**src/rtl/nw_pkg.sv**
```systemverilog
// Shared definitions for the Needleman-Wunsch traceback path:
// direction-code bit positions, step opcodes, FSM states and sizing helper.
package nw_pkg;

  // Bit positions inside the 3-bit direction code (independent flags)
  localparam int DIR_DIAG = 0;
  localparam int DIR_UP   = 1;
  localparam int DIR_LEFT = 2;

  typedef enum logic [1:0] {
    OP_DIAG = 2'd0,
    OP_UP   = 2'd1,
    OP_LEFT = 2'd2
  } step_op_e;

  typedef enum logic [2:0] {
    S_IDLE   = 3'd0,
    S_READ   = 3'd1,
    S_DECIDE = 3'd2,
    S_EMIT   = 3'd3,
    S_FINISH = 3'd4
  } tb_state_e;

  // Address width of an (n+1)x(n+1) direction matrix
  function automatic int addr_width(input int n);
    return $clog2((n + 1) * (n + 1));
  endfunction

endpackage

```
**src/rtl/nw_dir_decode.sv**
```systemverilog
// Combinational direction decoder: forces the move along the matrix edges,
// otherwise picks DIAG > UP > LEFT from the flag bits and flags an empty code.
module nw_dir_decode
  import nw_pkg::*;
(
  input  logic [2:0] dir_i,
  input  logic       i_zero_i,
  input  logic       j_zero_i,
  output step_op_e   op_o,
  output logic       invalid_o
);

  // Edge forcing first, then priority decode of the flag bits
  always_comb begin
    op_o      = OP_DIAG;
    invalid_o = 1'b0;
    if (i_zero_i) begin
      op_o = OP_LEFT;
    end else if (j_zero_i) begin
      op_o = OP_UP;
    end else if (dir_i[DIR_DIAG]) begin
      op_o = OP_DIAG;
    end else if (dir_i[DIR_UP]) begin
      op_o = OP_UP;
    end else if (dir_i[DIR_LEFT]) begin
      op_o = OP_LEFT;
    end else begin
      invalid_o = 1'b1;
    end
  end

endmodule

```
**src/rtl/nw_traceback.sv**
```systemverilog
// Needleman-Wunsch traceback walker: reads the direction RAM from (N,N)
// back to (0,0) and hands out one alignment step per move over valid/ready.
// The RAM address follows the walk by incremental subtraction only.
module nw_traceback
  import nw_pkg::*;
#(
  parameter int N      = 128,
  parameter int ADDR_W = addr_width(N),
  parameter int IDX_W  = $clog2(N + 1)
) (
  input  logic              clk,
  input  logic              rst_n,
  input  logic              start,
  output logic              en_dout,
  output logic [ADDR_W-1:0] addr_dout,
  input  logic [2:0]        dout,
  output logic              step_valid,
  input  logic              step_ready,
  output logic [1:0]        step_op,
  output logic [IDX_W-1:0]  step_i,
  output logic [IDX_W-1:0]  step_j,
  output logic              busy,
  output logic              done,
  output logic              error
);

  localparam logic [ADDR_W-1:0] ADDR_LAST = ADDR_W'((N + 1) * (N + 1) - 1);
  localparam logic [ADDR_W-1:0] DEC_DIAG  = ADDR_W'(N + 2);
  localparam logic [ADDR_W-1:0] DEC_UP    = ADDR_W'(N + 1);
  localparam logic [ADDR_W-1:0] DEC_LEFT  = ADDR_W'(1);
  localparam logic [IDX_W-1:0]  IDX_LAST  = IDX_W'(N);
  localparam logic [IDX_W-1:0]  IDX_ONE   = IDX_W'(1);

  tb_state_e         state_q, state_d;
  logic [IDX_W-1:0]  i_q, i_d;
  logic [IDX_W-1:0]  j_q, j_d;
  logic [ADDR_W-1:0] addr_q, addr_d;
  step_op_e          op_q, op_d;
  logic [IDX_W-1:0]  si_q, si_d;
  logic [IDX_W-1:0]  sj_q, sj_d;
  logic              err_q, err_d;

  step_op_e          dec_op;
  logic              dec_invalid;

  nw_dir_decode u_dec (
    .dir_i     (dout),
    .i_zero_i  (i_q == '0),
    .j_zero_i  (j_q == '0),
    .op_o      (dec_op),
    .invalid_o (dec_invalid)
  );

  // State, walk position, address and held step registers
  always_ff @(posedge clk or negedge rst_n) begin
    if (!rst_n) begin
      state_q <= S_IDLE;
      i_q     <= '0;
      j_q     <= '0;
      addr_q  <= '0;
      op_q    <= OP_DIAG;
      si_q    <= '0;
      sj_q    <= '0;
      err_q   <= 1'b0;
    end else begin
      state_q <= state_d;
      i_q     <= i_d;
      j_q     <= j_d;
      addr_q  <= addr_d;
      op_q    <= op_d;
      si_q    <= si_d;
      sj_q    <= sj_d;
      err_q   <= err_d;
    end
  end

  // Next-state logic: one read, one decide, one emit per move
  always_comb begin
    state_d = state_q;
    i_d     = i_q;
    j_d     = j_q;
    addr_d  = addr_q;
    op_d    = op_q;
    si_d    = si_q;
    sj_d    = sj_q;
    err_d   = err_q;
    case (state_q)
      S_IDLE: begin
        if (start) begin
          i_d     = IDX_LAST;
          j_d     = IDX_LAST;
          addr_d  = ADDR_LAST;
          err_d   = 1'b0;
          state_d = S_READ;
        end
      end
      S_READ: begin
        state_d = S_DECIDE;
      end
      S_DECIDE: begin
        if (dec_invalid) begin
          err_d   = 1'b1;
          state_d = S_FINISH;
        end else begin
          op_d    = dec_op;
          si_d    = i_q;
          sj_d    = j_q;
          state_d = S_EMIT;
        end
      end
      S_EMIT: begin
        if (step_ready) begin
          case (op_q)
            OP_DIAG: begin
              i_d    = i_q - IDX_ONE;
              j_d    = j_q - IDX_ONE;
              addr_d = addr_q - DEC_DIAG;
            end
            OP_UP: begin
              i_d    = i_q - IDX_ONE;
              addr_d = addr_q - DEC_UP;
            end
            OP_LEFT: begin
              j_d    = j_q - IDX_ONE;
              addr_d = addr_q - DEC_LEFT;
            end
            default: begin
            end
          endcase
          state_d = ((i_d == '0) && (j_d == '0)) ? S_FINISH : S_READ;
        end
      end
      S_FINISH: begin
        state_d = S_IDLE;
      end
      default: begin
        state_d = S_IDLE;
      end
    endcase
  end

  // Output decode from the registered state
  always_comb begin
    en_dout    = (state_q == S_READ);
    addr_dout  = (state_q == S_READ) ? addr_q : '0;
    step_valid = (state_q == S_EMIT);
    step_op    = op_q;
    step_i     = si_q;
    step_j     = sj_q;
    busy       = (state_q == S_READ) || (state_q == S_DECIDE) || (state_q == S_EMIT);
    done       = (state_q == S_FINISH);
    error      = err_q;
  end

endmodule

```
**config.mk**
```make
export PLATFORM = sky130hd
export DESIGN_NAME = nw_traceback
export DESIGN_NICKNAME = d
export VERILOG_FILES = /design/src/rtl/nw_pkg.sv /design/src/rtl/nw_dir_decode.sv /design/src/rtl/nw_traceback.sv
export SDC_FILE = /design/constraint.sdc
export NUM_CORES = 1
export LEC_CHECK = 0
export ABC_CLOCK_PERIOD_IN_PS = 2930
export CORE_ASPECT_RATIO = 0.8
export CORE_MARGIN = 3
export CORE_UTILIZATION = 50
export CTS_BUF_LIST = sky130_fd_sc_hd__clkbuf_16
export CTS_CLUSTER_DIAMETER = 30
export DETAILED_ROUTE_END_ITERATION = 12
export GPL_ROUTABILITY_DRIVEN = 0
export PLACE_DENSITY = 0.74
export SLEW_MARGIN = 40
export SYNTH_ARGS = -nofsm -noshare
export SYNTH_HDL_FRONTEND = slang
export SYNTH_SLANG_ARGS = --single-unit
```
**constraint.sdc**
```tcl
create_clock -name clk -period 2.93 [get_ports clk]
set_input_delay 0.293 -clock clk [delete_from_list [all_inputs] [get_ports clk]]
set_output_delay 0.293 -clock clk [all_outputs]
set_load 0.03 [all_outputs]
```
-- Word level (Yosys, flattened, before mapping)
Index checks and enable logic that the tools add are counted.
W data, S select, Z words.
- flip-flop bits (word level): 53
- input bits: 7
- output and inout bits: 38
- logic and storage cells: 76
- $add $sub $neg: 5
- equal/unequal tests: 10
- mux-type cells: 34
- bitwise logic cells: 1
- reduce and logical (&&, ||, !) cells: 18
- operators by type and width (cell ; count):
    $mux W8 ; 9
    $mux W15 ; 3
    $pmux W15 S3 ; 1
    $logic_not A8 Y1 ; 4
    $pmux W8 S2 ; 2
    $pmux W15 S2 ; 1
    $sub A15 B8 Y15 const B ; 2
    $sub A8 B1 Y8 const B ; 2
    $sub A15 B1 Y15 const B ; 1
    $mux W3 ; 4
    $pmux W3 S4 ; 1
    $mux W2 ; 5
    $mux W1 ; 7
    $eq A3 B2 Y1 const B ; 2
    $reduce_and A3 Y1 ; 2
    $ne A2 B2 Y1 const B ; 2
    $ne A4 B1 Y1 const B ; 1
    $reduce_and A2 Y1 ; 2
    $reduce_and A4 Y1 ; 1
    $reduce_bool A2 Y1 ; 2
    $reduce_or A2 Y1 ; 2
    $eq A3 B1 Y1 const B ; 1
    $eq A3 B3 Y1 const B ; 1
    $logic_not A3 Y1 ; 1
    8 further kinds ; 9

-- Depth between registers and ports, before layout
- depth in word-level cells: 10
- depth in mapped cells: 9
- depth with buffers taken out: 9

-- Hierarchy
From an unflattened synthesis, not the netlist that was laid out.
- cell total of the unflattened synthesis: 355
- area total of the unflattened synthesis: 3253.1 um2
- modules (own cells, without submodules) (module ; instances ; cells an instance ; area each (um2) ; sequential area each (um2)):
    nw_traceback ; 1 ; 349 ; 3206.8 ; 1326.3
    nw_dir_decode ; 1 ; 6 ; 46.3 ; 0.0

-- Worst setup path before layout
OpenSTA, ideal clock, no wires.
- path kind: register -> register
- start point: register op_q[0], in the netlist step_op[0]
- end point: register state_q[0]
- setup time: 0.118 ns
- arrival: 2.354 ns
- data required time: 2.812 ns
- slack: 0.458 ns
- stages on the path, launching flop included: 10
- buffers on the path: 1
- period minus slack after synthesis: 2.472 ns
- path through: dfrtp_1 > inv_1 > ha_1 > or2_1 > buf_6 > nand3_4 > or4_1 > a2111oi_1 > nand4_1 > a21o_1
- longest elaborated chain between the ends: 10
- elaborated cells on any way between the ends: 17
- those cells by class: eq/ne: 2; mux: 9; reduce/logical: 6
- ends and longest elaborated chain (element ; line ; RTL):
    from (decl) ; nw_traceback.sv:38 ; step_op_e op_q, op_d;
    from (signal assigned) ; nw_traceback.sv:70 ; op_q <= op_d;
    $eq A2 B1 Y1, or another cell as far along ; nw_traceback.sv:113 ; case (op_q)
    $reduce_or A2 Y1 (no source line) ; -- ;
    $mux W8 ; -- ;
    $mux W8 ; nw_traceback.sv:112 ; if (step_ready) begin
    $mux W8 ; nw_traceback.sv:87 ; case (state_q)
    $logic_not A8 Y1 ; nw_traceback.sv:130 ; state_d = ((i_d == '0) && (j_d == '0)) ? S_FINISH : S_READ;
    $logic_and A1 B1 Y1 * ; nw_traceback.sv:130 ;
    $mux W3 * ; nw_traceback.sv:130 ;
    $mux W3 * ; nw_traceback.sv:112 ;
    $pmux W3 S4 * ; nw_traceback.sv:87 ;
    to (signal assigned) ; nw_traceback.sv:66 ; state_q <= state_d;
    to (decl) ; nw_traceback.sv:34 ; tb_state_e state_q, state_d;
Every way passes the cells marked *; elsewhere a longest branch is shown, timed or not. The select of a mux whose other input is x is not followed.
A chain may end at the register's enable or synchronous reset.

-- Worst setup path in the final report
Ends and elaborated chain as after synthesis.

==> parameters.txt <==
Parameter                              Value

Status
  Status ... complete, no violations

Worst setup path
  Arrival time reported for the critical path endpoint ... 2.87 ns
  Cell-by-cell listing of the critical path ... inv_1 > ha_1 > or2_1 > nand3_4 > or4_1 > a2111oi_1 > nand4_1 > a21o_1
  Required time at the endpoint of the critical path ... just over 3 ns
  Family of cells with the greatest summed delay on the critical path ... simple AND/OR/NAND/NOR gates
  Number of buffer and inverter stages on the critical path ... 1
  Kind of critical path ... reg2reg
  Crit start category ... flop
  Maximum fanout along the worst path ... 9
  Max stage delay on crit path ... 0.48 ns
  Setup crit end kind ... flop
  Highest-delay cell along the critical path ... sky130_fd_sc_hd__or4_1

Yosys
  Syn Nets ... 353
  Synthesized flop and latch total ... 53
  Average size of a mapped cell ... 9.14 um^2
  Most area-consuming cells after synthesis ... sky130_fd_sc_hd__dfrtp_1 43%, sky130_fd_sc_hd__o21ai_0 4.9%, sky130_fd_sc_hd__nand2_1 3.9%
  Largest area contributor in the synthesized netlist ... sky130_fd_sc_hd__dfrtp_1
  Synth Cell Area ... 0.00308 mm^2
  Flip-flop cell with the highest count after synthesis ... sky130_fd_sc_hd__dfrtp_1
  Synth async-reset ratio ... between 90% and 100%
  Post-synth cell types ... 63
  Most frequent cell after synthesis ... sky130_fd_sc_hd__dfrtp_1
  Most used standard cells in the synthesized netlist ... 53 x sky130_fd_sc_hd__dfrtp_1, 32 x sky130_fd_sc_hd__nand2_1, 30 x sky130_fd_sc_hd__o21ai_0
  Number of flops mapped to enable cells by yosys ... 0
  Count of warnings emitted by yosys ... 0
  Share of the yosys chip area belonging to registers ... 43.1%
  Synth top area share ... 43.1%
  Post-Synthesis Cells ... 337

Floorplan
  Core Area ... around 0.0057 mm^2
  Height of the chip ... 76.2 um
  Die boundary width ... 93.8 um
  Ports ... 45
  Die area ... 0.00714 mm^2
  Std cell rows ... 24
  Initial Util ... approximately 54%

Power
  Total internal power ... 2.48 mW
  Total power divided by cell area ... between 1000 and 1500 mW/mm^2
  Combinational share of power ... 61.0%
  VDD IR-drop max ... 0.000544 V
  Total leakage power ... 1.61 nW
  Post-layout total power ... 4.77 mW
  Switching power summed over all nets ... 2.29 mW
  Clock power share ... 11.6%
  Part of the total power dissipated in sequential elements ... 27.4%
  Proportion of total power due to net switching ... 48.0%

GRT
  Wire length of the first global-routing pass ... 12900 um
  Via count of the first global-routing pass ... 2584
  Antenna violations before repair ... 0
  Total overflow reported by the global router ... 0
  Combined global-route utilization of all metal layers ... 22.3%
  Pin count of the biggest net entering global routing ... 29

Route
  Number of iterations in the first detailed-routing pass ... 5
  Remaining DRCs ... 0
  Post-route ant nets ... 0
  Via count normalized by instance count ... 5.82
  DRC marker count from the first detailed-route iteration ... about 220
  Vias post-DR ... about 2700
  Final wirelength ... 7510 um
  Average wire per cell in the routed design ... 16.1 um

Timing
  RSZ-0062 raised after global routing ... false
  Final setup violating endpoints ... 0
  Final Max Tran Viols ... 0
  Time the final worst path needs with I/O delays and setup ... 2.69 ns
  Fmax ... roughly 370 MHz
  Portion of the clock cycle consumed by the worst path in the final layout ... 91.8%
  Total Neg Setup Slack ... 0 ns
  Final hold violation count ... 0
  Max_slew headroom ... 60.6%
  Worst setup skew after layout ... 0.00379 ns
  Slew at the pin closest to its max-slew limit ... just under 0.6 ns

Placed design
  Cells after DPL ... 459
  Port Buffer Count ... 44
  Placement-stage cell area ... between 0.003 and 0.004 mm^2
  Placed wire-length estimate ... 5620 um

Clocking
  Clock slew at reported path FFs ... roughly 0.060 ns
  Clock net sink count ... 53
  Number of buffers added for setup after CTS ... 0
  Number of buffers created by CTS ... 5
  Post-cts hold buffer count ... 0
  Clk root buf ... sky130_fd_sc_hd__clkbuf_16
  Later-pin clock latency in the skew report ... 0.29 ns
  Longest Clk Path Bufs ... 2
  Htree depth ... 2
  Resize count post-CTS ... 0
  Clock tree from TritonCTS ... yes

Finish
  # diodes ... 0
  Ratio of cells with drive above 1 in the final layout ... 9.54%
  Final instance area ... 0.00377 mm^2
  Final cell count without fillers ... 466
  Fin nets ... 404
  Layout overhead on the synthesized area ... 22.3%

Worst hold path
  Worst hold-check path type ... in2async

Job
  Max_cap viols ... 0
==> sequential cells by signal, indices dropped and copies added, names as in the netlist <==
signal / cells
addr_q: 15
error: 1
i_q: 8
j_q: 8
state_q: 3
step_i: 8
step_j: 8
step_op: 2
==> area by class of cell <==
class | instances | area [um^2]
clock buffers | 5 | 125
clock inverters | 2 | 7.51
fillers | 479 | 1940
inverters | 20 | 85.1
multi-input cells | 254 | 1620
flip-flops and latches | 53 | 1330
well taps | 78 | 97.6
repair buffers | 54 | 510
==> worst paths after layout <==
kind,from,to,slack [ns],cells after the start
max,step_op[0]$_DFFE_PN0P_,state_q[0]$_DFFE_PN0P_,0.24,8
min,rst_n,step_i[0]$_DFFE_PN0P_,0.004,1
min in group clk,step_i[4]$_DFFE_PN0P_,step_i[4]$_DFFE_PN0P_,0.48,2
max in group asynchronous,rst_n,j_q[4]$_DFFE_PN0P_,2.15,2
max reg2reg,step_op[0]$_DFFE_PN0P_,state_q[0]$_DFFE_PN0P_,0.24,8
min reg2reg,step_i[4]$_DFFE_PN0P_,step_i[4]$_DFFE_PN0P_,0.48,2
==> cells by family (layout without fill, tap and decap cells) <==
| logic type | Yosys count | after routing | share of synthesized area, % |
|---|---|---|---|
| AO/OA/AOI/OAI | 86 | 86 | 17.5 |
| XOR/XNOR | 16 | 16 | 4.55 |
| adder cells (fa/ha/maj) | 9 | 9 | 3.66 |
| buffers and inverters | 30 | 81 | 4.51 |
| flip-flops | 53 | 53 | 43.1 |
| multiplexers | 10 | 10 | 3.61 |
| AND/OR/NAND/NOR | 133 | 133 | 23.1 |
==> per-layer routing <==
metal	global-route usage, %	part of all wire, %
met3	4.05	6.3
met5	0	0
met4	4.62	0.59
met2	32.8	45
met1	34.2	48
==> placed cells by master (no fill, tap or decap), drive strengths merged, types with 11 or more instances in the layout <==
cell / count
xor2: 13
o21ai: 36
nor2: 29
buf: 11
a21oi: 13
clkdlybuf4s50: 43
nand2: 33
inv: 19
nand3: 12
and2: 18
dfrtp: 53
==> power groups by stage <==
stage	Combinational, mW	Clock [mW]	Sequential, mW
after global routing	3.20	0.601	1.35
after detailed placement	2.88	0	1.32
after global placement	2.81	0	1.30
final	2.91	0.552	1.31
after CTS	2.90	0.568	1.30
after floorplan	1.81	0	1.43
==> per-stage QoR <==
step,hold slack (ns),worst slack [ns],util (%)
2_1_floorplan,-0.00259,0.458,-
3_3_place_gp,0.336,0.442,63.7
3_5_place_dp,0.329,0.275,63.7
4_1_cts,0.0239,0.255,66.0
5_1_grt,0.0534,0.101,66.0
6_report,0.00386,0.239,66.0
No activity file was read; power rests on OpenSTA's default activity.
